File: config.mk
export PLATFORM = sky130hd
export DESIGN_NAME = pc_fetch_sequencer
export DESIGN_NICKNAME = d
export VERILOG_FILES = /design/src/rtl/pc_fetch_sequencer_pkg.sv /design/src/rtl/pc_target_calc.sv /design/src/rtl/pc_fetch_sequencer.sv
export SDC_FILE = /design/constraint.sdc
export NUM_CORES = 1
export LEC_CHECK = 0
export ABC_AREA = 1
export CAP_MARGIN = 20
export CELL_PAD_IN_SITES_DETAIL_PLACEMENT = 1
export CELL_PAD_IN_SITES_GLOBAL_PLACEMENT = 1
export CORE_UTILIZATION = 36
export CTS_BUF_LIST = sky130_fd_sc_hd__clkbuf_4 sky130_fd_sc_hd__clkbuf_8
export CTS_CLUSTER_SIZE = 28
export DETAILED_ROUTE_END_ITERATION = 12
export GPL_ROUTABILITY_DRIVEN = 0
export PLACE_DENSITY_LB_ADDON = 0.1
export REMOVE_ABC_BUFFERS = 1
export SYNTH_ARGS = -nofsm -noshare
export SYNTH_HDL_FRONTEND = slang
export SYNTH_SLANG_ARGS = --single-unit
File: constraint.sdc
create_clock -name CLK -period 2.1 [get_ports CLK]
set_input_delay 0.21 -clock CLK [delete_from_list [all_inputs] [get_ports CLK]]
set_output_delay 0.21 -clock CLK [all_outputs]
set_load 0.01 [all_outputs]
File: src/rtl/pc_fetch_sequencer_pkg.sv
// Shared types and constants for the PC fetch sequencer.
package pc_fetch_sequencer_pkg;

  localparam int          ADDR_W           = 64;
  localparam int          INST_W           = 32;
  localparam logic [63:0] DEFAULT_RESET_PC = 64'h0;

  // Fetch/issue control states.
  typedef enum logic [2:0] {
    S_IDLE   = 3'd0,
    S_REQ    = 3'd1,
    S_WAIT   = 3'd2,
    S_ISSUE  = 3'd3,
    S_HALTED = 3'd4
  } fetch_state_e;

  // Word offset to byte offset; the top two bits of the immediate fall off.
  function automatic logic [ADDR_W-1:0] word_to_byte_offset(input logic [ADDR_W-1:0] imm);
    return {imm[ADDR_W-3:0], 2'b00};
  endfunction

endpackage

File: src/rtl/pc_target_calc.sv
// Combinational next-PC selection for a retiring instruction.
module pc_target_calc
  import pc_fetch_sequencer_pkg::*;
(
  input  logic [ADDR_W-1:0] inst_pc,
  input  logic [ADDR_W-1:0] imm,
  input  logic              Branch,
  input  logic              ALUZero,
  input  logic              Uncondbranch,
  output logic [ADDR_W-1:0] next_pc
);

  logic              taken_s;
  logic [ADDR_W-1:0] branch_target_s;

  assign branch_target_s = inst_pc + word_to_byte_offset(imm);

  // Unconditional branch wins; conditional branch needs ALUZero; otherwise fall through.
  always_comb begin
    taken_s = Uncondbranch | (Branch & ALUZero);
    if (taken_s) begin
      next_pc = branch_target_s;
    end else begin
      next_pc = inst_pc + 64'd4;
    end
  end

endmodule

File: src/rtl/pc_fetch_sequencer.sv
// Single-outstanding instruction fetch sequencer: fetch, hold for the
// datapath, compute the next PC on retirement.
module pc_fetch_sequencer
  import pc_fetch_sequencer_pkg::*;
#(
  parameter logic [ADDR_W-1:0] RESET_PC = DEFAULT_RESET_PC
) (
  input  logic              CLK,
  input  logic              resetl,
  output logic              imem_req_valid,
  input  logic              imem_req_ready,
  output logic [ADDR_W-1:0] imem_addr,
  input  logic              imem_rsp_valid,
  input  logic [INST_W-1:0] imem_rsp_data,
  output logic              inst_valid,
  output logic [INST_W-1:0] inst,
  output logic [ADDR_W-1:0] inst_pc,
  input  logic              inst_accept,
  input  logic              Branch,
  input  logic              ALUZero,
  input  logic              Uncondbranch,
  input  logic [ADDR_W-1:0] SignExtImm64,
  input  logic              halt,
  output logic [ADDR_W-1:0] CurrentPC,
  output logic [31:0]       retire_count,
  output logic              busy
);

  fetch_state_e      state_r;
  fetch_state_e      state_next_s;
  logic [ADDR_W-1:0] pc_r;
  logic [INST_W-1:0] inst_r;
  logic [ADDR_W-1:0] inst_pc_r;
  logic [31:0]       retire_r;
  logic              req_valid_r;
  logic              inst_valid_r;
  logic              busy_r;
  logic              accept_s;
  logic              capture_s;
  logic [ADDR_W-1:0] target_pc_s;

  pc_target_calc u_target (
    .inst_pc      (inst_pc_r),
    .imm          (SignExtImm64),
    .Branch       (Branch),
    .ALUZero      (ALUZero),
    .Uncondbranch (Uncondbranch),
    .next_pc      (target_pc_s)
  );

  // Accept/capture only count in their owning state; elsewhere they are ignored.
  assign accept_s  = (state_r == S_ISSUE) && inst_accept;
  assign capture_s = (state_r == S_WAIT) && imem_rsp_valid;

  // Next-state decode.
  always_comb begin
    state_next_s = state_r;
    case (state_r)
      S_IDLE: begin
        if (halt) begin
          state_next_s = S_HALTED;
        end else begin
          state_next_s = S_REQ;
        end
      end
      S_REQ: begin
        if (imem_req_ready) begin
          state_next_s = S_WAIT;
        end else begin
          state_next_s = S_REQ;
        end
      end
      S_WAIT: begin
        if (imem_rsp_valid) begin
          state_next_s = S_ISSUE;
        end else begin
          state_next_s = S_WAIT;
        end
      end
      S_ISSUE: begin
        if (inst_accept && halt) begin
          state_next_s = S_HALTED;
        end else if (inst_accept) begin
          state_next_s = S_REQ;
        end else begin
          state_next_s = S_ISSUE;
        end
      end
      S_HALTED: begin
        if (!halt) begin
          state_next_s = S_REQ;
        end else begin
          state_next_s = S_HALTED;
        end
      end
      default: begin
        state_next_s = S_IDLE;
      end
    endcase
  end

  // State register plus outputs registered from the next-state decode.
  always_ff @(posedge CLK or negedge resetl) begin
    if (!resetl) begin
      state_r      <= S_IDLE;
      req_valid_r  <= 1'b0;
      inst_valid_r <= 1'b0;
      busy_r       <= 1'b0;
    end else begin
      state_r      <= state_next_s;
      req_valid_r  <= (state_next_s == S_REQ);
      inst_valid_r <= (state_next_s == S_ISSUE);
      busy_r       <= (state_next_s != S_IDLE) && (state_next_s != S_HALTED);
    end
  end

  // Architectural PC and retirement counter, updated only on accept.
  always_ff @(posedge CLK or negedge resetl) begin
    if (!resetl) begin
      pc_r     <= RESET_PC;
      retire_r <= 32'd0;
    end else if (accept_s) begin
      pc_r     <= target_pc_s;
      retire_r <= retire_r + 32'd1;
    end else begin
      pc_r     <= pc_r;
      retire_r <= retire_r;
    end
  end

  // Instruction holding register, loaded from the memory response in WAIT.
  always_ff @(posedge CLK or negedge resetl) begin
    if (!resetl) begin
      inst_r    <= 32'd0;
      inst_pc_r <= 64'd0;
    end else if (capture_s) begin
      inst_r    <= imem_rsp_data;
      inst_pc_r <= pc_r;
    end else begin
      inst_r    <= inst_r;
      inst_pc_r <= inst_pc_r;
    end
  end

  assign imem_req_valid = req_valid_r;
  assign imem_addr      = pc_r;
  assign inst_valid     = inst_valid_r;
  assign inst           = inst_r;
  assign inst_pc        = inst_pc_r;
  assign CurrentPC      = pc_r;
  assign retire_count   = retire_r;
  assign busy           = busy_r;

endmodule

Yosys cells after proc, flatten, opt, wreduce, memory -nomap -nowiden
Index checks and enable logic that the tools add are counted.
{"block": "word_totals", "elab_cells": 34, "inputBits": 105, "regBits": 198}
{"block": "classes", "n_reduce_logical": 7, "bitwise": 2, "eq_ne": 7, "muxes": 7, "n_addsub": 3}
{"op": "$add A64 B3 Y64 const B", "count": 1}
{"op": "$add A64 B64 Y64", "count": 1}
{"op": "$mux W64", "count": 1}
{"op": "$add A32 B1 Y32 const B", "count": 1}
{"op": "$pmux W3 S4", "count": 1}
{"op": "$eq A3 B2 Y1 const B", "count": 3}
{"op": "$eq A3 B1 Y1 const B", "count": 2}
{"op": "$mux W3", "count": 2}
{"op": "$logic_and A1 B1 Y1", "count": 4}
{"op": "$mux W2", "count": 2}
{"op": "$eq A3 B3 Y1 const B", "count": 1}
{"op": "$logic_not A3 Y1", "count": 1}
{"op": "$ne A3 B3 Y1 const B", "count": 1}
{"op": "$reduce_bool A3 Y1", "count": 1}
{"op": "$reduce_or A2 Y1", "count": 1}
{"op": "$and A1 B1 Y1", "count": 1}
{"op": "$mux W1", "count": 1}
{"op": "$or A1 B1 Y1", "count": 1}

Longest topological paths before layout
Gate-level depths: netlist of run 1.
{"block": "logic_depth", "ltp_word": 5, "ltp_mapped": 21, "ltp_nobuf": 20}

Hierarchy
Synthesis of run 1 repeated with hierarchy kept, for this count alone.
{"block": "hier_totals", "cells_unflattened": 2223, "hier_area_um2": 14601.5}
{"module": "pc_fetch_sequencer", "area_per_inst_um2": 8434.3, "n_inst": 1, "cells_each": 865}
{"module": "pc_target_calc", "area_per_inst_um2": 6167.2, "n_inst": 1, "cells_each": 1358}

Least setup slack after synthesis of run 1
No wires, ideal clock.
{"block": "synth_path", "path_kind": "input-to-reg", "start": "in Branch", "end": "reg pc_r[62] (netlist: CurrentPC[62])", "path_buffers": 1, "stages": 19, "required_ps": 1982, "t_arrival_ps": 2428, "setup_slack_ps": -446, "path_cell_list": "nand2_1 > inv_1 > nor2_1 > clkbuf_1 > or2_2 > ha_1 > inv_1 > fa_1 > nor2_1 > or2_2 > nand3_1 > nand2_1 > nand2_1 > nand2_1 > nand2_1 > nand2_1 > nand2_1 > nand3_1 > nand2_1"}
{"block": "synth_between", "elab_chain_cells": 3}
{"element": "from (decl)", "line_no": "pc_fetch_sequencer.sv:19", "rtl": "input logic Branch,"}
{"element": "$and A1 B1 Y1", "line_no": "pc_target_calc.sv:20", "rtl": "taken_s = Uncondbranch | (Branch & ALUZero);"}
{"element": "$or A1 B1 Y1", "line_no": "pc_target_calc.sv:20"}
{"element": "$mux W64", "line_no": "pc_target_calc.sv:21", "rtl": "if (taken_s) begin"}
{"element": "to (signal assigned)", "line_no": "pc_fetch_sequencer.sv:123", "rtl": "pc_r <= target_pc_s;"}
{"element": "to (signal assigned)", "line_no": "pc_fetch_sequencer.sv:126", "rtl": "pc_r <= pc_r;"}
{"element": "to (decl)", "line_no": "pc_fetch_sequencer.sv:31", "rtl": "logic [ADDR_W-1:0] pc_r;"}
Every way passes these cells.
A chain may end at the register's enable or synchronous reset.

Worst setup path after layout of run 1
Ends and elaborated chain as after synthesis.

==> results.toml, run 1 <==
[worst_setup_path]
cp_max_fo = 26
rr_worst_depth = 12
r2r_start = "inst_pc[25]$_DFFE_PN0P_"
end_kind = "flip-flop"
r2r_slack_ns = -0.17
r2r-end = "CurrentPC[42]$_DFFE_PN0P_"
crit_path_start_kind = "input port"
critPathRequiredTime_ns = 2.53
worstPathArrival_ns = 2.92
worst-setup-path-type = "in2reg"

[sta]
skew_ns = 0.02769
hold_viol = 0
fmax_ghz = 0.4005
setup_viol = 53
fin_crit_ns = 2.497
period_share_pct = 118.9
slew_violations = 0
worstMarginPinSlew_ns = 0.5467
maxSlewHeadroom_pct = 63.55
holdWs_ns = 0.05679
setup_slack_ns = -0.3970
rsz0062_at_grt = "yes"

[floorplanning]
start_util_pct = 36.63
die_w_um = 200.8
core_sq_um = 38830
dieArea_sq_um = 40310
placementRows = 72
ios = 364
die-height_um = 200.8

[clock_network]
cts_sinks = 198
clkTransAtPathRegs_ns = 0.10
clkLatencyLatePin_ns = 0.55
clock-root-buffer = "clkbuf_8"
clockBufferDepth = 2
htree_levels = 4
cts_tree = "done"
cts_buffers = 17

[synthesis]
ys_types = 37
synth.area.top_cells = "dfrtp_1 35%, nand2_1 19%, inv_1 11%, nor2_1 5.5%, ha_1 5.5%"
async_reset_ff_share_pct = 100.0
yosysWarnings = 0
ys_seq_elements = 198
synth_ff_type = "dfrtp_1"
synth_enable_flop_cells = 0
syn_area_per_cell_sq_um = 6.780
synthTopCellsByCount = "715 x nand2_1, 406 x inv_1, 210 x nor2_1, 198 x dfrtp_1, 86 x nand3_1"
synthesis.area_sq_um = 14220
synth_cells = 2098
seq_area_frac_synth_pct = 34.83
synth.most_common_cell = "nand2_1"
synth_top_area_share_pct = 34.83
synth.largest_area_cell = "dfrtp_1"

[detailed_routing]
drt-met1-wl_um = 25180
wl_met3_um = 2789
drt-total-wl_um = 55870
vias = 15040
antenna_left = 0
drc_errors = 0
dr_wl_met2_um = 26540
via_per_inst = 4.763
drtPass1Iterations = 5
drt_iter0_markers = 603
detail_route.wl_per_cell_um = 17.69
route.top_layer_used = "met5"

[status]
violations = "negative setup slack"
status = "finished with violations"

[power]
leakage_uw = 0.01111
finalPower_uw = 26890
peakVddDrop_mv = 0.7044
pwr_density_cell_nw_per_um2 = 1285

[final_layout]
layout-drive-gt1-share_pct = 20.00
syn_to_final_growth_pct = 47.07
fill_cells = 4929
final_nets = 2797
fin_area_sq_um = 20920
instances_no_fill = 3158
n_antenna_cell = 0

[grt]
grt_pass1_wl_um = 89120
gr-total-overflow = 0
grt_max_degree = 81
antenna_found_initial = 5
track_usage_pct = 28.23
grt_pass1_vias = 16390

[worst_hold_path]
hold_class = "in2async"

[job]
drv_cap = 0

[placed_design]
dp_hpwl_um = 45410
dpl-instance-area_sq_um = 19780
portBuffers = 361
dp_slack_ns = -1.122
dp.cells = 3117
==> layout make-up <==
cell class	instances	area (sq um)	share of cell area [%]
Multi-Input combinational cell	1392	7712	36.87
Timing Repair Buffer	612	5632	26.92
Sequential cell	198	4955	23.69
Inverter	408	1531	7.321
Tap cell	518	648.1	3.098
Clock buffer	21	276.5	1.322
Clock inverter	9	163.9	0.7835
==> cells in the final DEF, fill, tap and decap left out, types with 5 or more instances in the layout <==
cell / synthesis / final
clkdlybuf4s50_1: 0 / 360
nand3b_1: 9 / 9
nand2_2: 0 / 54
o21ai_0: 65 / 59
clkbuf_8: 0 / 20
nand3_1: 86 / 74
nand4_1: 18 / 18
a21oi_2: 0 / 20
inv_2: 2 / 7
o22ai_1: 11 / 11
buf_12: 0 / 9
nand3_2: 2 / 9
nor2_2: 2 / 43
mux2_2: 66 / 66
nor2_4: 2 / 7
nand2_4: 2 / 5
nor3_1: 19 / 17
buf_4: 66 / 237
dfrtp_1: 198 / 198
nor2_1: 210 / 164
inv_1: 406 / 401
xor2_1: 16 / 16
xnor2_2: 0 / 6
xnor2_1: 33 / 27
o21bai_1: 6 / 6
ha_1: 62 / 55
a21oi_1: 46 / 25
nand3_4: 1 / 6
nand2_1: 715 / 658
==> report_power, final <==
group	switching (uW)	internal [uW]
logic	8340	8770
registers	1470	5380
clock network	1530	1390
total	11300	15500
==> worst max-delay path by stage <==
stage,from,end,slack (ns)
floorplan,state_r[2]$_DFF_PN0_,inst[0]$_DFFE_PN0P_,-2.03
global placement,Branch,CurrentPC[45]$_DFFE_PN0P_,-1.02
detailed placement,Branch,CurrentPC[42]$_DFFE_PN0P_,-1.12
CTS,Branch,CurrentPC[62]$_DFFE_PN0P_,-0.35
global route,Branch,CurrentPC[62]$_DFFE_PN0P_,-0.63
finish,Branch,CurrentPC[62]$_DFFE_PN0P_,-0.40
==> kinds of logic after synthesis <==
logic type	synth area share (%)
AO/OA/AOI/OAI	4.759
XOR/XNOR	3.017
buffers and inverters	15.26
flip-flops	34.83
adder cells (fa/ha/maj)	5.595
AND/OR/NAND/NOR	31.31
multiplexers	5.225
==> layer usage <==
| metal | GRT usage [%] | up-vias |
|---|---|---|
| met5 | 0 | - |
| met4 | 7.961 | 10 |
| met3 | 5.942 | 70 |
| met2 | 48.00 | 348 |
| met1 | 36.04 | 7265 |
| li1 | - | 7348 |
==> state kept, by name, summed over array words and instances, names as in the netlist <==
signal / cells
inst_valid: 1
busy: 1
inst: 32
CurrentPC: 64
imem_req_valid: 1
state_r: 3
retire_count: 32
inst_pc: 64
==> through the flow <==
step / util, % / TNS (ns)
3_3_place_gp: 50.95 / -50.74
2_1_floorplan: - / -301.39
3_5_place_dp: 50.95 / -53.19
4_1_cts: 53.02 / -11.32
6_report: 53.88 / -12.77
5_1_grt: 53.88 / -22.01
==> repair_timing <==
| action | 4_1_cts | 5_1_grt |
|---|---|---|
| resized for setup | 110 | 73 |
| endpoints found under the setup margin | 55 | 57 |
| endpoints found under the hold margin | 198 | 0 |
| hold buffers | 1 | 0 |
| pin swaps | 5 | 2 |
| buffers inserted | 3 | 7 |
==> worst max-delay path, cell delays in order <==
cell and delay [ns]:
clkdlybuf4s50_1 0.39, nand2_1 0.08, inv_2 0.04, nor2_4 0.14, buf_12 0.20, buf_6 0.13
nor2_1 0.04, ha_1 0.33, nand2_1 0.14, nor2_2 0.17, inv_1 0.11, buf_4 0.14
nor3_1 0.18, nand2_1 0.09, nand2_2 0.14, nand2_1 0.10, nand2_1 0.08, nand2_1 0.05
nand3_1 0.07, nand2_1 0.06
(Power assumes the default switching activity.)
==> run 2: changes to the inputs <==
--- a/config.mk
+++ b/config.mk
@@ -18,2 +18,3 @@
 export REMOVE_ABC_BUFFERS = 1
+export SETUP_SLACK_MARGIN = 0.15
 export SYNTH_ARGS = -nofsm -noshare
--- a/constraint.sdc
+++ b/constraint.sdc
@@ -3,2 +3,2 @@
 set_output_delay 0.21 -clock CLK [all_outputs]
-set_load 0.01 [all_outputs]
+set_load 0.05 [all_outputs]
==> run 2 against run 1 <==
Compared with the run above: the run still ends with negative setup slack left; clock power down 5%; critical path depth shrank 9; final cell count rose by 2.5%; die area unchanged; sequential share of layout area is 3.2 points lower; largest power group unchanged.
==> results.toml, run 2 (synthesized netlist as in run 1, its figures left out) <==
[detailed_routing]
drt-total-wl_um = 78350
antenna_left = 0
drt_iter0_markers = 1192
drtPass1Iterations = 5
drc_errors = 0
detail_route.wl_per_cell_um = 24.20
via_per_inst = 5.377
vias = 17410

[sta]
setup_viol = 52
period_share_pct = 116.1
worstMarginPinSlew_ns = 0.6407
setup_slack_ns = -0.3382
rsz0062_at_grt = "yes"
hold_viol = 0
skew_ns = 0.02812
slew_violations = 0
holdWs_ns = 0.02748
fmax_ghz = 0.4101
maxSlewHeadroom_pct = 56.84
fin_crit_ns = 2.438

[final_layout]
syn_to_final_growth_pct = 70.20
n_antenna_cell = 0
layout-drive-gt1-share_pct = 40.31
most-common-layout-cells = "420 x nand2_1, 350 x inv_1, 255 x buf_4"
final_common_cell = "nand2_1"
final_nets = 2875

[worst_setup_path]
critPathMostFrequentCell = "nand2_1"
end_kind = "flip-flop"
crit_buf_inv = 1
max_stage_delay_ns = 0.44
critPathRequiredTime_ns = 2.52
crit_path_start_kind = "flip-flop"
crit_start = "inst_pc[25]$_DFFE_PN0P_"
worst_path_max_delay_cell = "dfrtp_1"
worstPathArrival_ns = 2.86
path_cells = "ha_4, nand2_4, buf_4, nor2_4, nand2_2, o21bai_1, nand2_1, nand3_2, nand2_1, nand3_1, nand2_1"
worst-setup-path-type = "reg2reg"
critPathTopFamily = "simple AND/OR/NAND/NOR gates"
r2r_start = "inst_pc[25]$_DFFE_PN0P_"
cp_max_fo = 4

[placed_design]
dp_hpwl_um = 45400
portBuffers = 361

[grt]
grt_pass1_vias = 17400
grt_pass1_wl_um = 97710
track_usage_pct = 31.11
grt_max_degree = 81
antenna_found_initial = 3
gr-total-overflow = 0

[power]
pwr_density_cell_nw_per_um2 = 1569
leakage_uw = 0.01314
finalPower_uw = 37980
peakVddDrop_mv = 1.271

[worst_hold_path]
hold_class = "in2async"

[floorplanning]
die-height_um = 200.8
ios = 364
dieArea_sq_um = 40310
die_w_um = 200.8
core_sq_um = 38830
start_util_pct = 36.63
placementRows = 72

[clock_network]
clockBufferDepth = 2
cts_sinks = 198
htree_levels = 4
cts_tree = "done"
clock-root-buffer = "clkbuf_8"
clkLatencyLatePin_ns = 0.58
clkTransAtPathRegs_ns = 0.13
cts_buffers = 17

[job]
drv_cap = 0

[status]
status = "finished with violations"
violations = "negative setup slack"
run 2: changes by cell type in the layout (fill, tap and decap cells not counted), moves of 18 or more:
cell | before | now
dlygate4sd2_1 | 0 | 224
ha_4 | 4 | 51
ha_1 | 55 | 9
nand2_4 | 5 | 80
buf_6 | 4 | 50
nor2_1 | 164 | 93
clkdlybuf4s50_1 | 360 | 99
buf_4 | 237 | 255
nand2_1 | 658 | 420
nand2_2 | 54 | 212
nor2_4 | 7 | 68
inv_2 | 7 | 51
nand3_1 | 74 | 49
inv_1 | 401 | 350
run 2: cell type report:
class | count | area (sq um)
Clock inverter | 12 | 141.4
Inverter | 408 | 1551
Multi-Input combinational cell | 1392 | 10390
Sequential cell | 198 | 4957
Tap cell | 518 | 648.1
Clock buffer | 19 | 255.2
Timing Repair Buffer | 690 | 6270
Fill cell | 4641 | 14620
run 2: power breakdown:
part	switching, uW	total (uW)	internal [uW]
registers	1730	7110	5380
clock network	1660	2770	1120
logic	18300	28100	9790
run 2: stage by stage:
stage / setup slack, ns / utilization, % / cell area [sq um] / cells / setup TNS [ns]
finish: -0.3382 / 62.35 / 24210 / 3237 / -6.365
global route: -0.3458 / 62.35 / 24210 / 3237 / -8.347
CTS: -0.03321 / 57.25 / 22230 / 3186 / -0.03400
detailed placement: -1.099 / 50.94 / 19780 / 3117 / -53.34
global placement: -1.021 / 50.94 / 19780 / 3117 / -50.68
floorplan: -2.032 / - / 13580 / 1998 / -301.48
run 2: what timing repair did:
| action | CTS | global route |
|---|---|---|
| setup buffers | 35 | 49 |
| pin swaps | 83 | 168 |
| hold buffers | 1 | 0 |
| gates cloned | 2 | 2 |
| setup endpoints to repair | 311 | 83 |
| endpoints found under the hold margin | 198 | 0 |
| resized for setup | 738 | 475 |
run 2: worst paths after layout:
| check | slack, ns | endpoint | cells past startpoint |
|---|---|---|---|
| setup reg to reg | -0.34 | CurrentPC[48]$_DFFE_PN0P_ | 11 |
| min in group CLK | 0.23 | state_r[2]$_DFF_PN0_ | 2 |
| hold / removal | 0.03 | inst_pc[17]$_DFFE_PN0P_ | 2 |
| hold reg to reg | 0.51 | retire_count[28]$_DFFE_PN0P_ | 1 |
| max in group asynchronous | 1.38 | inst_pc[36]$_DFFE_PN0P_ | 3 |
| setup / recovery | -0.34 | CurrentPC[48]$_DFFE_PN0P_ | 11 |
run 2: per-layer routing:
metal / global-route usage (%) / wire length [um] / up-vias
li1: - / - / 7517
met3: 6.818 / 6605 / 382
met4: 11.29 / 5506 / 6
met5: 0 / 35 / -
met1: 37.77 / 29030 / 8546
met2: 53.89 / 37170 / 954
==> run 3: changes to the inputs <==
Settings changed: TNS_END_PERCENT set to 1.
==> run 3 against run 2 <==
Compared with the run above: the flow still finishes with violations (negative setup slack); critical endpoint is now CurrentPC[63]$_DFFE_PN0P_; sequential power fell by 4.5%; total power fell by 17%; largest cell class unchanged; global-route usage fell by 3.0 points.
==> results.toml, run 3 (synthesized netlist as in run 1, its figures left out) <==
[detailed_routing]
vias = 14990
drt_iter0_markers = 573
antenna_left = 0
via_per_inst = 4.762
drtPass1Iterations = 5
detail_route.wl_per_cell_um = 17.65
drc_errors = 0
drt-total-wl_um = 55570

[worst_hold_path]
hold_class = "in2async"

[sta]
setup_viol = 52
setup_slack_ns = -0.3927
slew_violations = 0
maxSlewHeadroom_pct = 59.06
fmax_ghz = 0.4012
skew_ns = 0.02221
worstMarginPinSlew_ns = 0.6166
hold_viol = 0
period_share_pct = 118.7
fin_crit_ns = 2.493
rsz0062_at_grt = "yes"

[worst_setup_path]
worstPathArrival_ns = 2.93
crit_start = "Branch"
r2r-end = "CurrentPC[53]$_DFFE_PN0P_"
critPathTopFamily = "buffers and inverters"
worst-setup-path-type = "in2reg"
max_stage_delay_ns = 0.40
critPathRequiredTime_ns = 2.54
worst_path_max_delay_cell = "clkdlybuf4s50_1"
cp_max_fo = 26
r2r_start = "inst_pc[37]$_DFFE_PN0P_"
crit_path_start_kind = "input port"
r2r_slack_ns = -0.17
path_cells = "clkdlybuf4s50_1, nand2_1, inv_2, nor2_4, buf_12, buf_6, nor2_1, ha_1, buf_4, nand2_1, inv_1, a21oi_2, nand2_1, nand2_1, nand2_1, a21oi_2, nand3_1, nand3_1, nand2_1"
critPathMostFrequentCell = "nand2_1"
crit_buf_inv = 6
end_kind = "flip-flop"
rr_worst_depth = 12

[clock_network]
clkLatencyLatePin_ns = 0.54
clockBufferDepth = 2
clock-root-buffer = "clkbuf_8"
cts_buffers = 17
clkTransAtPathRegs_ns = 0.11
cts_tree = "done"
post_cts_buffers = 0
cts_sinks = 198
htree_levels = 4

[floorplanning]
start_util_pct = 36.63
ios = 364
core_sq_um = 38830
die_w_um = 200.8
die-height_um = 200.8
placementRows = 72
dieArea_sq_um = 40310

[placed_design]
portBuffers = 361
dpl-instance-area_sq_um = 19780
dp_hpwl_um = 45400
dp.cells = 3117

[final_layout]
layout-drive-gt1-share_pct = 20.71
multi_input_area_sq_um = 7805
syn_to_final_growth_pct = 44.63
final_nets = 2787
n_antenna_cell = 0
final_common_cell = "nand2_1"
regArea_sq_um = 4955
fin_area_sq_um = 20570
fill_cells = 5034
instances_no_fill = 3149
most-common-layout-cells = "647 x nand2_1, 399 x inv_1, 252 x dlygate4sd2_1"

[status]
violations = "negative setup slack"
status = "finished with violations"

[power]
peakVddDrop_mv = 1.199
leakage_uw = 0.01180
pwr_density_cell_nw_per_um2 = 1534

[grt]
grt_max_degree = 81
grt_pass1_vias = 16330
antenna_found_initial = 2
grt_pass1_wl_um = 89040
gr-total-overflow = 0
track_usage_pct = 28.09

[job]
drv_cap = 0
-- run 3: cell types whose count changed in the layout (fill, tap and decap cells not counted), sizes merged --
cell           previous run  this run
dlymetal6s2s             16         2
clkdlybuf4s50            99       103
dlygate4sd2             224       252
clkdlybuf4s15             4         0
buf                     330       243
clkbuf                   35        20
-- run 3: final cells by class --
type                    instances  share of cell area [%]
clock inverters                12                  0.6873
repair buffers                602                   25.45
well taps                     518                   3.151
flip-flops and latches        198                   24.09
inverters                     408                   7.445
multi-input cells            1392                   37.94
clock buffers                  19                   1.241
-- run 3: worst max path at each step --
stage                                endpoint  cells past startpoint
floorplan                 inst[0]$_DFFE_PN0P_                      3
global route        CurrentPC[63]$_DFFE_PN0P_                     20
finish              CurrentPC[63]$_DFFE_PN0P_                     19
global placement    CurrentPC[45]$_DFFE_PN0P_                     21
CTS                 CurrentPC[53]$_DFFE_PN0P_                     18
detailed placement  CurrentPC[42]$_DFFE_PN0P_                     19
-- run 3: routing by layer --
| metal | GRT usage, % | routed length [um] |
|---|---|---|
| met2 | 48.10 | 26660 |
| met3 | 6.201 | 2935 |
| met4 | 6.979 | 1064 |
| met5 | 0 | 25 |
| met1 | 35.74 | 24880 |
-- run 3: worst register-to-register path, cell delays in order (launching register included) --
cell and delay [ns]:
dfrtp_1 0.41, ha_1 0.35, nand2_1 0.12, nor2_1 0.25, inv_1 0.15, nor3_2 0.20
nand2_1 0.14, nor2_1 0.12, nand2_1 0.10, nand3_1 0.08, nand2_1 0.05, nand3_1 0.12
nand2_1 0.07
-- run 3: power breakdown --
part           leakage (uW)  internal (uW)  switching (uW)
Sequential          0.00252           5380            1410
Clock              0.000203           1120            1560
Combinational       0.00908           7200           14900
-- run 3: stage by stage --
step	TNS (ns)	hold slack [ns]	total power [uW]	setup slack [ns]	utilization, %
3_3_place_gp	-50.68	0.03598	29220	-1.021	50.94
6_report	-12.57	0.05662	31560	-0.3927	52.98
4_1_cts	-10.46	0.005858	31460	-0.3514	52.25
2_1_floorplan	-301.48	-0.08559	19940	-2.032	-
3_5_place_dp	-53.34	0.03727	29660	-1.099	50.94
5_1_grt	-21.23	0.03314	33430	-0.5689	52.98
-- run 3: timing repair --
| item | 4_1_cts | 5_1_grt |
|---|---|---|
| hold buffers | 1 | 0 |
| gates resized for setup | 379 | 83 |
| endpoints found under the hold margin | 198 | 0 |
| setup endpoints to repair | 311 | 67 |
| pin swaps | 5 | 18 |
